**src/rtl/servo_array_ctrl.sv**
```systemverilog
// Multi-channel hobby-servo pulse generator: one shared frame counter drives N_CH
// channels, and each channel's applied width is slew-limited toward its target once per frame.
module servo_array_ctrl #(
    parameter int N_CH       = 2,
    parameter int W          = 24,
    parameter int PERIOD_CYC = 2_000_000,
    parameter int MIN_CYC    = 100_000,
    parameter int MAX_CYC    = 200_000,
    parameter int SLEW_STEP  = 1_000,
    localparam int CHW       = (N_CH > 1) ? $clog2(N_CH) : 1
) (
    input  logic            clk,
    input  logic            reset,
    input  logic            en,
    input  logic            tgt_valid,
    output logic            tgt_ready,
    input  logic [CHW-1:0]  tgt_ch,
    input  logic [W-1:0]    tgt_width,
    output logic [N_CH-1:0] servo_out,
    output logic            frame_start,
    output logic [N_CH-1:0] at_target,
    output logic            err_oor
);

    localparam logic [W-1:0] LAST_CNT = W'(PERIOD_CYC - 1);
    localparam logic [W-1:0] MIN_W    = W'(MIN_CYC);
    localparam logic [W-1:0] MAX_W    = W'(MAX_CYC);
    localparam logic [W-1:0] CENTER_W = W'((MIN_CYC + MAX_CYC) / 2);
    localparam logic [W-1:0] STEP_W   = W'(SLEW_STEP);

    logic [W-1:0]    frameCnt_q, frameCnt_d;
    logic [W-1:0]    tgtWidth_q [N_CH];
    logic [W-1:0]    tgtWidth_d [N_CH];
    logic [W-1:0]    curWidth_q [N_CH];
    logic [W-1:0]    curWidth_d [N_CH];
    logic [N_CH-1:0] servo_q, servo_d;
    logic [N_CH-1:0] atTarget_q, atTarget_d;
    logic            frameStart_q, frameStart_d;
    logic            errOor_q, errOor_d;
    logic            wrEn, inRange, frameEnd;

    function automatic logic [W-1:0] clampWidth(input logic [W-1:0] v);
        if (v < MIN_W) return MIN_W;
        if (v > MAX_W) return MAX_W;
        return v;
    endfunction

    // Magnitude is taken in the right direction so the unsigned subtraction never wraps.
    function automatic logic [W-1:0] slewToward(input logic [W-1:0] cur, input logic [W-1:0] tgt);
        logic [W-1:0] diff;
        diff = (tgt > cur) ? (tgt - cur) : (cur - tgt);
        if (SLEW_STEP == 0 || diff <= STEP_W) return tgt;
        return (tgt > cur) ? (cur + STEP_W) : (cur - STEP_W);
    endfunction

    assign tgt_ready = ~reset;

    always_comb begin
        wrEn     = tgt_valid & ~reset;
        inRange  = int'(tgt_ch) < N_CH;
        frameEnd = en && (frameCnt_q == LAST_CNT);

        frameCnt_d   = (!en || frameEnd) ? '0 : frameCnt_q + W'(1);
        frameStart_d = en && (frameCnt_q == '0);
        errOor_d     = errOor_q | (wrEn & ~inRange);

        // Slew reads the old target; a write landing on the frame-end cycle waits a frame.
        for (int i = 0; i < N_CH; i++) begin
            curWidth_d[i] = frameEnd ? slewToward(curWidth_q[i], tgtWidth_q[i]) : curWidth_q[i];
            tgtWidth_d[i] = (wrEn && inRange && int'(tgt_ch) == i) ? clampWidth(tgt_width)
                                                                    : tgtWidth_q[i];
            servo_d[i]    = en && (frameCnt_q < curWidth_q[i]);
            atTarget_d[i] = (curWidth_q[i] == tgtWidth_q[i]);
        end
    end

    always_ff @(posedge clk) begin
        if (reset) begin
            frameCnt_q   <= '0;
            servo_q      <= '0;
            atTarget_q   <= '1;
            frameStart_q <= 1'b0;
            errOor_q     <= 1'b0;
            for (int i = 0; i < N_CH; i++) begin
                tgtWidth_q[i] <= CENTER_W;
                curWidth_q[i] <= CENTER_W;
            end
        end else begin
            frameCnt_q   <= frameCnt_d;
            servo_q      <= servo_d;
            atTarget_q   <= atTarget_d;
            frameStart_q <= frameStart_d;
            errOor_q     <= errOor_d;
            for (int i = 0; i < N_CH; i++) begin
                tgtWidth_q[i] <= tgtWidth_d[i];
                curWidth_q[i] <= curWidth_d[i];
            end
        end
    end

    assign servo_out   = servo_q;
    assign frame_start = frameStart_q;
    assign at_target   = atTarget_q;
    assign err_oor     = errOor_q;

endmodule

```
**config.mk**
```make
export PLATFORM = sky130hd
export DESIGN_NAME = servo_array_ctrl
export DESIGN_NICKNAME = d
export VERILOG_FILES = /design/src/rtl/servo_array_ctrl.sv
export SDC_FILE = /design/constraint.sdc
export NUM_CORES = 1
export LEC_CHECK = 0
export BUFFER_PORTS_ARGS = -buffer_cell sky130_fd_sc_hd__buf_2
export CAP_MARGIN = 5
export CORE_MARGIN = 1
export CORE_UTILIZATION = 35
export CTS_BUF_LIST = sky130_fd_sc_hd__clkbuf_8
export DETAILED_ROUTE_END_ITERATION = 8
export GPL_ROUTABILITY_DRIVEN = 0
export PLACE_DENSITY = 0.5
export SLEW_MARGIN = 20
export SYNTH_ARGS = -nofsm -noshare
export SYNTH_HDL_FRONTEND = slang
export SYNTH_SLANG_ARGS = --single-unit
```
**constraint.sdc**
```tcl
create_clock -name clk -period 14 [get_ports clk]
set_input_delay 0.7 -clock clk [delete_from_list [all_inputs] [get_ports clk]]
set_output_delay 0.7 -clock clk [all_outputs]
set_load 0.02 [all_outputs]
```
==> results of run 1 <==
area by class of cell:
class / instances / area (um2)
timing repair buffer: 47 / 268
sequential: 125 / 2500
inverter: 133 / 499
multi-input combinational: 1365 / 9860
tap: 504 / 631
clock buffer: 19 / 262
fill: 3941 / 22700
clock inverter: 13 / 188
metal layers:
layer  up-vias  share of wire  track usage
li1       6285              -            -
met1      6238           0.46        0.310
met2       351           0.47        0.408
met3        75          0.040       0.0228
met4         0          0.031       0.0904
met5         -              0            0
worst paths after layout:
check	start	end	slack (ns)	cells after the start
setup / recovery	tgtWidth_q[0][30]$_SDFFE_PP1P_	curWidth_q[0][47]$_SDFFE_PP0P_	7.42	20
hold / removal	tgt_width[2]	tgtWidth_q[0][2]$_SDFFE_PP0P_	0.47	3
hold reg to reg	tgtWidth_q[0][46]$_SDFFE_PP0P_	tgtWidth_q[0][46]$_SDFFE_PP0P_	0.48	2
setup reg to reg	tgtWidth_q[0][30]$_SDFFE_PP1P_	curWidth_q[0][47]$_SDFFE_PP0P_	7.42	20
worst register-to-register path: cells and delay by family, from the launching register on:
kind	cells	cell delay [ns]
buffers and inverters	2	0.51
AOI/OAI and AO/OA	12	4.02
DFF	1	0.38
and+or+nand+nor	3	0.54
xor gates and xnor gates	1	0.17
adders and majority gates	2	0.84
metrics by stage:
step	std cells	utilization	area [um2]	power, mW
CTS	2206	0.384	14200	1.19
floorplan	1709	-	13300	0.709
global placement	2174	0.372	13800	0.809
detailed placement	2174	0.372	13800	0.809
finish	2206	0.384	14200	1.19
global route	2206	0.384	14200	1.25
flip-flops by register name, indices dropped and copies added, names as in the netlist:
| name | count |
|---|---|
| tgtWidth_q | 48 |
| frame_start | 1 |
| curWidth_q | 48 |
| servo_out | 2 |
| frameCnt_q | 24 |
| at_target | 2 |
Yosys cell counts, drive strengths merged (15+ instances only):
master	count	share of area
ha	180	0.17
inv	133	0.038
dfxtp	125	0.19
a21oi	124	0.048
nor2	118	0.033
o21ai	106	0.040
nand2	99	0.029
nand3	59	0.022
a21o	54	0.031
xnor2	52	0.034
clkbuf	51	0.015
nor3	45	0.018
xor2	37	0.024
buf	35	0.016
nand4	35	0.017
nor2b	28	0.013
a311oi	27	0.018
o21a	26	0.015
nand2b	24	0.011
o211ai	23	0.013
a211oi	20	0.011
a31oi	20	0.0094
and3	18	0.0089
a22oi	17	0.0096
mux2i	17	0.013
nor4	16	0.0087
o31ai	16	0.010
a221oi	15	0.0099
or3	15	0.0078
power by group through the flow:
stage / Combinational [mW] / Sequential (mW) / Clock, mW
floorplan: 0.337 / 0.372 / 0
global placement: 0.438 / 0.371 / 0
detailed placement: 0.438 / 0.371 / 0
CTS: 0.441 / 0.363 / 0.388
global route: 0.486 / 0.363 / 0.402
finish: 0.447 / 0.363 / 0.379
logic make-up (layout without fill, tap and decap cells):
| family | Yosys count | count (layout) |
|---|---|---|
| buffers and inverters | 219 | 212 |
| other | 1 | 1 |
| adder cells (fa/ha/maj) | 186 | 186 |
| AND/OR/NAND/NOR | 504 | 504 |
| multiplexers | 21 | 21 |
| AO/OA/AOI/OAI | 564 | 564 |
| flip-flops | 125 | 125 |
| XOR/XNOR | 89 | 89 |
==> reports/results.tsv, run 1 <==
stage	metric	value	unit
synthesis	synth_xor_area_frac	0.0588	
route	wl_per_cell	21.0	um
route	first_iter_violations	974	
synthesis	synth_top_family_by_area	compound AO/OA/AOI/OAI gates	
route	routed_wl	46300	um
synthesis	syn_area	0.0133	mm2
sta	max_freq	152	MHz
sta	setup_tns	0	ns
pwr	powerDensity	83.6	mW/mm2
route	final_antenna_net_count	0	
critical_path	crit_slowest_cell	a2111oi_0	
sta	setup_ws	7.42	ns
cts	cts_tree	built	
layout	final_cell_mix	180 x ha_1, 132 x inv_1, 125 x dfxtp_1, 121 x a21oi_1, 117 x nor2_1	
pwr	ir_drop	0.0515	mV
sta	skew	0.0185	ns
cts	hold_buffers	0	
pwr	seqPwrFrac	0.305	
cts	cts_root_buf	clkbuf_8	
floorplan	initial_utilization	0.359	
synthesis	syn_area_per_cell	7.76	um2
global_routing	grt_use_total	0.239	
sta	fin_crit	6.58	ns
pwr	p_sw_frac	0.378	
cts	cts_resized	0	
pwr	p_sw	0.449	mW
critical_path	critPathKind	register to register	
floorplan	rows	70	
sta	hold_viol	0	
global_routing	grt_pass1_vias	12520	
placed_design	dp_slack	7.60	ns
pwr	power_frac_comb	0.376	
critical_path	cp.arrival	6.93	ns
sta	hold_slack	0.473	ns
layout	n_antenna_cell	0	
route	drc	0	
synthesis	synth_seq_cells	125	
synthesis	yosys_warnings	0	
pwr	pwr-share-clk	0.319	
route	dr.pass1.iters	5	
floorplan	dieArea	0.0387	mm2
cts	h-tree-depth	4	
global_routing	grt_pass1_wl	71200	um
critical_path	crit_required	14.35	ns
sta	slew_headroom	0.270	
cts	clk_pin_slew	0.09	ns
global_routing	grt_max_degree	61	
layout	nets	1904	
placed_design	dp_hpwl	35300	um
route	vias	12949	
synthesis	ys_seq_area_frac	0.189	
synthesis	synth.distinct_cells	93	
synthesis	synth_flop_cell	dfxtp_1	
sta	worst_slew_pin_slew	1.09	ns
floorplan	fp.dieW	197	um
layout	final_common_cell	ha_1	
sta	min_period_over_period	0.470	
outcome	status	completed	
layout	layout-drive-gt1-share	0.0729	
sta	setup_viol	0	
critical_path	worstPathCellList	inv_1 -> ha_1 -> o211ai_2 -> a211o_1 -> a21oi_1 -> a2111o_1 -> nand2_8 -> inv_2 -> ha_1 -> a21o_1 -> a21o_1 -> a2111oi_0 -> o31ai_1 -> o21a_1 -> a41o_1 -> nor4_1 -> nor3_1 -> xnor2_1 -> a211oi_1 -> a2111oi_0	
floorplan	io_pins	36	
cts	cts_buffer_depth	2	
floorplan	die_h	197	um
sta	rsz0062_at_grt	no	
global_routing	antenna_found_initial	0	
cts	cts_num_sinks	125	
cts	cts_setup_buffers	0	
synthesis	synth-async-reset-ratio	0	
cts	insertion_delay	0.47	ns
pwr	power.internal	0.740	mW
global_routing	grt_overflow_total	0	
floorplan	coreArea	0.0370	mm2
synthesis	synth.area.mux_share	0.0162	
layout	syn_to_final_growth	7.18	%
critical_path	path_delay_family	compound AO/OA/AOI/OAI gates	
pwr	p_leak	6.01	nW
synthesis	yosys.area_share.simple	0.195	
synthesis	synth_fp_nets	1924	
synthesis	synthAdderAreaFrac	0.179	
synthesis	synth_compound_area_frac	0.293	
sta	slew_viol_final	0	
cts	cts_buffers	17	
critical_path	slowest_delay	0.87	ns
critical_path	crit_fanout	22	
run	cap_violations	0	
critical_path	end_kind	register	
min_path	hold_class	input port to register	
critical_path	worst-path-buf-inv	2	
synthesis	synth_edf_count	0	
critical_path	cp-start-kind	register	
placed_design	portBuffers	34	
route	via_per_inst	5.87	
synthesis	synthCells	1709	
No activity file was read; power rests on OpenSTA's default activity.
==> run 2: changes to the inputs <==
--- a/config.mk
+++ b/config.mk
@@ -5,6 +5,7 @@
 export SDC_FILE = /design/constraint.sdc
 export NUM_CORES = 1
 export LEC_CHECK = 0
+export ABC_AREA = 1
 export BUFFER_PORTS_ARGS = -buffer_cell sky130_fd_sc_hd__buf_2
 export CAP_MARGIN = 5
 export CORE_MARGIN = 1
@@ -12,7 +13,7 @@
 export CTS_BUF_LIST = sky130_fd_sc_hd__clkbuf_8
 export DETAILED_ROUTE_END_ITERATION = 8
 export GPL_ROUTABILITY_DRIVEN = 0
-export PLACE_DENSITY = 0.5
+export PLACE_DENSITY = 0.51
 export SLEW_MARGIN = 20
 export SYNTH_ARGS = -nofsm -noshare
 export SYNTH_HDL_FRONTEND = slang
==> constraint.sdc (replaced) <==
create_clock -name clk -period 6.04 [get_ports clk]
set_input_delay 0.302 -clock clk [delete_from_list [all_inputs] [get_ports clk]]
set_output_delay 0.302 -clock clk [all_outputs]
set_load 0.02 [all_outputs]
==> reports/results.tsv, run 2 <==
stage	metric	value	unit	change
cts	cts_tree	built		unchanged
floorplan	coreArea	0.0431	mm2	was 0.0370 mm2
layout	fin_util	0.382		was 0.384
synthesis	ys_seq_area_frac	0.164		was 0.189
critical_path	regToRegStartpoint	tgtWidth_q[0][24]$_SDFFE_PP0P_		was tgtWidth_q[0][30]$_SDFFE_PP1P_
floorplan	fp.dieW	211	um	was 197 um
layout	n_antenna_cell	0		unchanged
global_routing	use_met2	0.445		was 0.408
layout	final_area	0.0165	mm2	was 0.0142 mm2
cts	insertion_delay	0.49	ns	was 0.47 ns
sta	hold_slack	0.165	ns	was 0.473 ns
global_routing	grt.busiest_layer	met2		unchanged
critical_path	slowest_delay	0.58	ns	was 0.87 ns
global_routing	grt_use_total	0.250		was 0.239
pwr	ir_drop	0.170	mV	was 0.0515 mV
sta	fin_crit	4.99	ns	was 6.58 ns
route	via_per_inst	5.07		was 5.87
route	first_iter_violations	1194		was 974
synthesis	synthCells	2619		was 1,709
pwr	p_leak	9.16	nW	was 6.01 nW
synthesis	yosys_warnings	0		unchanged
synthesis	synth_seq_cells	125		unchanged
cts	cts_setup_buffers	0		unchanged
layout	nets	2849		was 1,904
cts	cts_root_buf	clkbuf_8		unchanged
synthesis	synthTopCellsByCount	896 x nand2_1, 485 x inv_1, 180 x ha_1		was 180 x ha_1, 132 x inv_1, 125 x dfxtp_1
sta	setup_tns	0	ns	unchanged
sta	max_freq	201	MHz	was 152 MHz
synthesis	synth_edf_count	0		unchanged
global_routing	grt_overflow_total	0		unchanged
critical_path	end_kind	register		unchanged
layout	layout-drive-gt1-share	0.0491		was 0.0729
min_path	hold_class	input port to register		unchanged
placed_design	postPlaceCellArea	0.0160	mm2	was 0.0138 mm2
critical_path	r2r_setup_slack	1.05	ns	was 7.42 ns
sta	min_period_over_period	0.826		was 0.470
pwr	seqPwrFrac	0.281		was 0.305
synthesis	synth.distinct_cells	50		was 93
synthesis	yosysMostFrequentCell	nand2_1		was ha_1
pwr	pwr-share-clk	0.290		was 0.319
global_routing	antenna_found_initial	0		unchanged
cts	h-tree-depth	4		unchanged
critical_path	crit_required	6.47	ns	was 14.35 ns
layout	syn_to_final_growth	7.49	%	was 7.18%
global_routing	grt_max_degree	50		was 61
critical_path	crit_slowest_cell	inv_2		was a2111oi_0
critical_path	worst-path-buf-inv	4		was 2
sta	hold_viol	0		unchanged
sta	setup_ws	1.05	ns	was 7.42 ns
placed_design	place_inst	3200		was 2,174
pwr	power_frac_comb	0.428		was 0.376
synthesis	syn_area	0.0153	mm2	was 0.0133 mm2
critical_path	r2r-end	curWidth_q[0][42]$_SDFFE_PP0P_		was curWidth_q[0][47]$_SDFFE_PP0P_
sta	rsz0062_at_grt	no		unchanged
synthesis	synth_fp_nets	2834		was 1,924
cts	cts_buffer_depth	2		unchanged
sta	slew_headroom	0.244		was 0.270
layout	stdcell_count	3232		was 2,206
pwr	powerDensity	182	mW/mm2	was 83.6 mW/mm2
pwr	p_sw_frac	0.425		was 0.378
route	final_antenna_net_count	0		unchanged
route	dr.pass1.iters	6		was 5
synthesis	syn_area_per_cell	5.84	um2	was 7.76 um2
floorplan	die_h	211	um	was 197 um
layout	final_common_cell	nand2_1		was ha_1
floorplan	rows	76		was 70
outcome	status	completed		unchanged
route	vias	16398		was 12,949
critical_path	cp.arrival	5.42	ns	was 6.93 ns
placed_design	dp_slack	1.19	ns	was 7.60 ns
synthesis	synth-async-reset-ratio	0		unchanged
sta	slew_viol_final	0		unchanged
critical_path	cp-start-kind	register		unchanged
min_path	hold_path_end	tgtWidth_q[0][26]$_SDFFE_PP0P_		was tgtWidth_q[0][2]$_SDFFE_PP0P_
pwr	power.internal	1.72	mW	was 0.740 mW
run	cap_violations	0		unchanged
sta	skew	0.0211	ns	was 0.0185 ns
synthesis	synth_flop_cell	dfxtp_1		unchanged
global_routing	grt_pass1_vias	15869		was 12,520
floorplan	dieArea	0.0446	mm2	was 0.0387 mm2
min_path	min_delay_path_depth	3		unchanged
layout	fillers	4915		was 3,941
sta	setup_viol	0		unchanged
critical_path	critPathKind	register to register		unchanged
critical_path	ff2ff_path_depth	25		was 20
global_routing	gr-usage-met3	0.0248		was 0.0228
cts	cts_resized	0		unchanged
placed_design	portBuffers	34		unchanged
sta	worst_slew_pin_slew	1.13	ns	was 1.09 ns
critical_path	path_delay_family	simple AND/OR/NAND/NOR gates		was compound AO/OA/AOI/OAI gates
min_path	worstHoldStart	tgt_width[2]		unchanged
cts	cts_buffers	17		unchanged
critical_path	cpMostUsedCell	nand2_1		
layout	final_cell_mix	896 x nand2_1, 487 x inv_1, 180 x ha_1, 171 x nor2_1, 160 x nand3_1		was 180 x ha_1, 132 x inv_1, 125 x dfxtp_1, 121 x a21oi_1, 117 x nor2_1
synthesis	yosysTopAreaCellShare	0.220		was 0.189
cts	cts_num_sinks	125		unchanged
pwr	power	2.99	mW	was 1.19 mW
route	drc	0		unchanged
floorplan	initial_utilization	0.355		was 0.359
route	wl_per_cell	16.9	um	was 21.0 um
floorplan	io_pins	36		unchanged
synthesis	synthTopCellsByArea	nand2_1 22%, dfxtp_1 16%, ha_1 15%		was dfxtp_1 19%, ha_1 17%, a21oi_1 4.6%
critical_path	crit_fanout	36		was 22
cts	clk_pin_slew	0.08	ns	was 0.09 ns
layout	reg_top3	curWidth_q x48, tgtWidth_q x48, frameCnt_q x24		unchanged
placed_design	dp_hpwl	45000	um	was 35,300 um
pwr	p_sw	1.27	mW	was 0.449 mW
synthesis	yosysTopAreaCell	nand2_1		was dfxtp_1
global_routing	grt_pass1_wl	86100	um	was 71,200 um
cts	hold_buffers	0		unchanged
global_routing	grt_use_met1	0.301		was 0.310
route	routed_wl	54800	um	was 46,300 um
==> run 2: metal layers <==
| metal | share of wire | wire, um |
|---|---|---|
| met2 | 0.49 | 26600 |
| met1 | 0.44 | 23900 |
| met5 | 0 | 0 |
| met3 | 0.036 | 1970 |
| met4 | 0.042 | 2290 |
==> run 2: power groups by stage <==
stage                     combinational (mW)  sequential, mW  clock, mW
after global routing                    1.44           0.843      0.915
after floorplan                        0.966           0.862          0
after detailed placement                1.26           0.861          0
after global placement                  1.25           0.860          0
after CTS                               1.26           0.842      0.887
final                                   1.28           0.842      0.868
==> run 2: cell type report <==
type | instances | area (um2) | share of cell area
clock buffers | 18 | 248 | 0.0151
clock inverters | 14 | 191 | 0.0116
inverters | 491 | 1840 | 0.112
multi-input cells | 1957 | 10700 | 0.651
flip-flops and latches | 125 | 2500 | 0.152
well taps | 585 | 732 | 0.0445
repair buffers | 42 | 230 | 0.0140
==> run 2: worst max path at each step <==
stage / cells past startpoint / start / slack [ns] / end
floorplan: 26 / tgtWidth_q[0][24]$_SDFFE_PP0P_ / 2.49 / curWidth_q[0][43]$_SDFFE_PP0P_
global placement: 25 / tgtWidth_q[0][24]$_SDFFE_PP0P_ / 1.24 / curWidth_q[0][42]$_SDFFE_PP0P_
detailed placement: 25 / tgtWidth_q[0][24]$_SDFFE_PP0P_ / 1.19 / curWidth_q[0][42]$_SDFFE_PP0P_
CTS: 25 / tgtWidth_q[0][24]$_SDFFE_PP0P_ / 1.16 / curWidth_q[0][42]$_SDFFE_PP0P_
global route: 25 / tgtWidth_q[0][24]$_SDFFE_PP0P_ / 0.54 / curWidth_q[0][42]$_SDFFE_PP0P_
finish: 25 / tgtWidth_q[0][24]$_SDFFE_PP0P_ / 1.05 / curWidth_q[0][42]$_SDFFE_PP0P_
==> run 2: cells by family (layout without fill, tap and decap cells) <==
family | after synthesis | after routing | share of synthesized area
and+or+nand+nor | 1382 | 1382 | 0.384
buffers and inverters | 537 | 565 | 0.138
xor gates and xnor gates | 76 | 76 | 0.0435
DFF | 125 | 125 | 0.164
AOI/OAI and AO/OA | 312 | 312 | 0.116
adders and majority gates | 186 | 186 | 0.155
other | 1 | 1 | 0.000245
==> run 2: worst min-delay path, cell delays in order <==
cell,delay [ns]
buf_2,0.09
nand2_1,0.10
o22ai_1,0.11
==> run 3: changes to the inputs <==
--- a/config.mk
+++ b/config.mk
@@ -5,7 +5,7 @@
 export SDC_FILE = /design/constraint.sdc
 export NUM_CORES = 1
 export LEC_CHECK = 0
-export ABC_AREA = 1
+export ABC_AREA = 0
 export BUFFER_PORTS_ARGS = -buffer_cell sky130_fd_sc_hd__buf_2
 export CAP_MARGIN = 5
 export CORE_MARGIN = 1
@@ -13,7 +13,7 @@
 export CTS_BUF_LIST = sky130_fd_sc_hd__clkbuf_8
 export DETAILED_ROUTE_END_ITERATION = 8
 export GPL_ROUTABILITY_DRIVEN = 0
-export PLACE_DENSITY = 0.51
+export PLACE_DENSITY = 0.5
 export SLEW_MARGIN = 20
 export SYNTH_ARGS = -nofsm -noshare
 export SYNTH_HDL_FRONTEND = slang
==> constraint.sdc (replaced) <==
create_clock -name clk -period 5.1 [get_ports clk]
set_input_delay 0.255 -clock clk [delete_from_list [all_inputs] [get_ports clk]]
set_output_delay 0.255 -clock clk [all_outputs]
set_load 0.02 [all_outputs]
==> reports/results.tsv, run 3 (synthesized netlist as in run 1, its figures left out) <==
stage	metric	value	unit	change
cts	cts_num_sinks	125		unchanged
min_path	hold_class	input port to register		unchanged
layout	n_antenna_cell	0		unchanged
floorplan	coreArea	0.0370	mm2	was 0.0431 mm2
route	final_antenna_net_count	0		unchanged
critical_path	end_kind	register		unchanged
sta	slew_viol_final	0		unchanged
route	first_iter_violations	1062		was 1,194
route	dr.pass1.iters	7		was 6
layout	fillers	3876		was 4,915
critical_path	crit_fanout	13		was 36
sta	skew	0.0139	ns	was 0.0211 ns
critical_path	critPathKind	register to register		unchanged
critical_path	slowest_delay	0.58	ns	about the same
critical_path	cp.arrival	5.27	ns	was 5.42 ns
sta	hold_viol	0		unchanged
floorplan	die_h	197	um	was 211 um
placed_design	dp_slack	0.115	ns	was 1.19 ns
global_routing	grt_pass1_vias	12882		was 15,869
placed_design	postPlaceCellArea	0.0143	mm2	was 0.0160 mm2
sta	setup_ws	0.180	ns	was 1.05 ns
cts	insertion_delay	0.47	ns	was 0.49 ns
floorplan	io_pins	36		unchanged
layout	stdcell_count	2274		was 3,232
global_routing	grt_pass1_wl	72400	um	was 86,100 um
floorplan	dieArea	0.0387	mm2	was 0.0446 mm2
cts	h-tree-depth	4		unchanged
cts	cts_root_buf	clkbuf_8		unchanged
run	cap_violations	0		unchanged
sta	min_period_over_period	0.965		was 0.826
sta	fin_crit	4.92	ns	was 4.99 ns
sta	slew_headroom	0.333		was 0.244
cts	cts_buffers	17		unchanged
layout	final_cell_mix	180 x ha_1, 133 x inv_1, 125 x dfxtp_1, 119 x a21oi_1, 118 x nor2_1		was 896 x nand2_1, 487 x inv_1, 180 x ha_1, 171 x nor2_1, 160 x nand3_1
global_routing	grt_use_total	0.241		was 0.250
layout	layout-drive-gt1-share	0.110		was 0.0491
pwr	powerDensity	220	mW/mm2	was 182 mW/mm2
placed_design	place_inst	2242		was 3,200
layout	nets	1972		was 2,849
sta	setup_tns	0	ns	unchanged
critical_path	crit_slowest_cell	ha_1		was inv_2
layout	final_area	0.0147	mm2	was 0.0165 mm2
cts	cts_setup_buffers	0		unchanged
outcome	status	completed		unchanged
route	routed_wl	46200	um	was 54,800 um
sta	rsz0062_at_grt	no		unchanged
route	vias	13282		was 16,398
layout	reg_top3	curWidth_q x48, tgtWidth_q x48, frameCnt_q x24		unchanged
route	drc	0		unchanged
sta	setup_viol	0		unchanged
sta	max_freq	203	MHz	was 201 MHz
cts	clk_pin_slew	0.09	ns	was 0.08 ns
cts	cts_tree	built		unchanged
route	wl_per_cell	20.3	um	was 16.9 um
pwr	ir_drop	0.149	mV	was 0.170 mV
route	via_per_inst	5.84		was 5.07
placed_design	portBuffers	34		unchanged
placed_design	dp_hpwl	36300	um	was 45,000 um
global_routing	antenna_found_initial	1		was 0
floorplan	fp.dieW	197	um	was 211 um
layout	syn_to_final_growth	10.9	%	was 7.49%
cts	cts_buffer_depth	2		unchanged
layout	fin_util	0.398		was 0.382
critical_path	worstPathCellList	inv_1 -> ha_1 -> nand4_1 -> nor2_1 -> nand3_1 -> a21boi_0 -> a21boi_2 -> buf_4 -> buf_4 -> a221o_1 -> or4_4 -> o31ai_1 -> o2111a_1 -> nand3_1 -> buf_4 -> o311a_1		
floorplan	initial_utilization	0.359		was 0.355
sta	worst_slew_pin_slew	0.997	ns	was 1.13 ns
floorplan	rows	70		was 76
global_routing	grt_overflow_total	0		unchanged
global_routing	grt_max_degree	62		was 50
critical_path	crit_required	5.45	ns	was 6.47 ns
critical_path	cpMostUsedCell	buf_4		was nand2_1
layout	final_common_cell	ha_1		was nand2_1
pwr	p_leak	6.31	nW	was 9.16 nW
critical_path	cp-start-kind	register		unchanged
==> run 3: cell types whose count changed in the layout (fill, tap and decap cells not counted), moves of 28 or more <==
cell     previous run  this run
inv_1             487       133
buf_4               8        81
nor2_1            171       118
nor2b_1             0        28
a21oi_1           150       119
nand2_1           896        97
a21o_1              6        54
o21ai_0            58        97
nand3_1           160        59
==> run 3: critical path: cells and delay by family (launching register included) <==
kind	cells	cell delay [ns]
AOI/OAI and AO/OA	6	2.00
and+or+nand+nor	5	1.23
buffers and inverters	4	0.65
adders and majority gates	1	0.58
DFF	1	0.34
==> run 3: power by group <==
part	internal [mW]	switching, mW	total [mW]
sequential	0.987	0.00821	0.995
combinational	0.542	0.760	1.30
clock	0.447	0.482	0.929
total	1.98	1.25	3.23
==> run 3: layout make-up <==
type	instances	area [um2]	share of cell area
Clock buffer	18	248	0.0169
Clock inverter	14	144	0.00979
Sequential cell	125	2500	0.170
Timing Repair Buffer	115	778	0.0529
Tap cell	504	631	0.0429
Multi-Input combinational cell	1365	9900	0.673
Inverter	133	499	0.0340
==> run 3: what timing repair did <==
| item | 4_1_cts | 5_1_grt |
|---|---|---|
| hold buffers | 0 | 0 |
| gates resized for setup | 0 | 11 |
| setup endpoints to repair | 0 | 3 |
| endpoints found under the hold margin | 0 | 0 |
==> run 3: path summary, 6_finish.rpt <==
check / start / end / slack [ns] / depth (start not counted)
max: tgtWidth_q[0][17]$_SDFFE_PP1P_ / curWidth_q[0][12]$_SDFFE_PP0P_ / 0.18 / 16
min: tgt_width[2] / tgtWidth_q[0][26]$_SDFFE_PP0P_ / 0.03 / 3
min reg2reg: tgtWidth_q[0][2]$_SDFFE_PP0P_ / curWidth_q[0][2]$_SDFFE_PP0P_ / 0.49 / 2
max reg2reg: tgtWidth_q[0][17]$_SDFFE_PP1P_ / curWidth_q[0][12]$_SDFFE_PP0P_ / 0.18 / 16
==> run 3: through the flow <==
stage                     hold WS, ns  power, mW
final                          0.0314       3.23
after global routing           0.0472       3.40
after CTS                      0.0192       3.21
after detailed placement        0.478       2.28
after global placement          0.468       2.28
after floorplan                 0.364       1.95
==> run 3: layer usage <==
| layer | up-vias | share of wire | GRT usage |
|---|---|---|---|
| met5 | - | 0 | 0 |
| met4 | 0 | 0.032 | 0.0884 |
| met3 | 82 | 0.041 | 0.0257 |
| met2 | 401 | 0.47 | 0.409 |
| met1 | 6371 | 0.46 | 0.315 |
| li1 | 6428 | - | - |
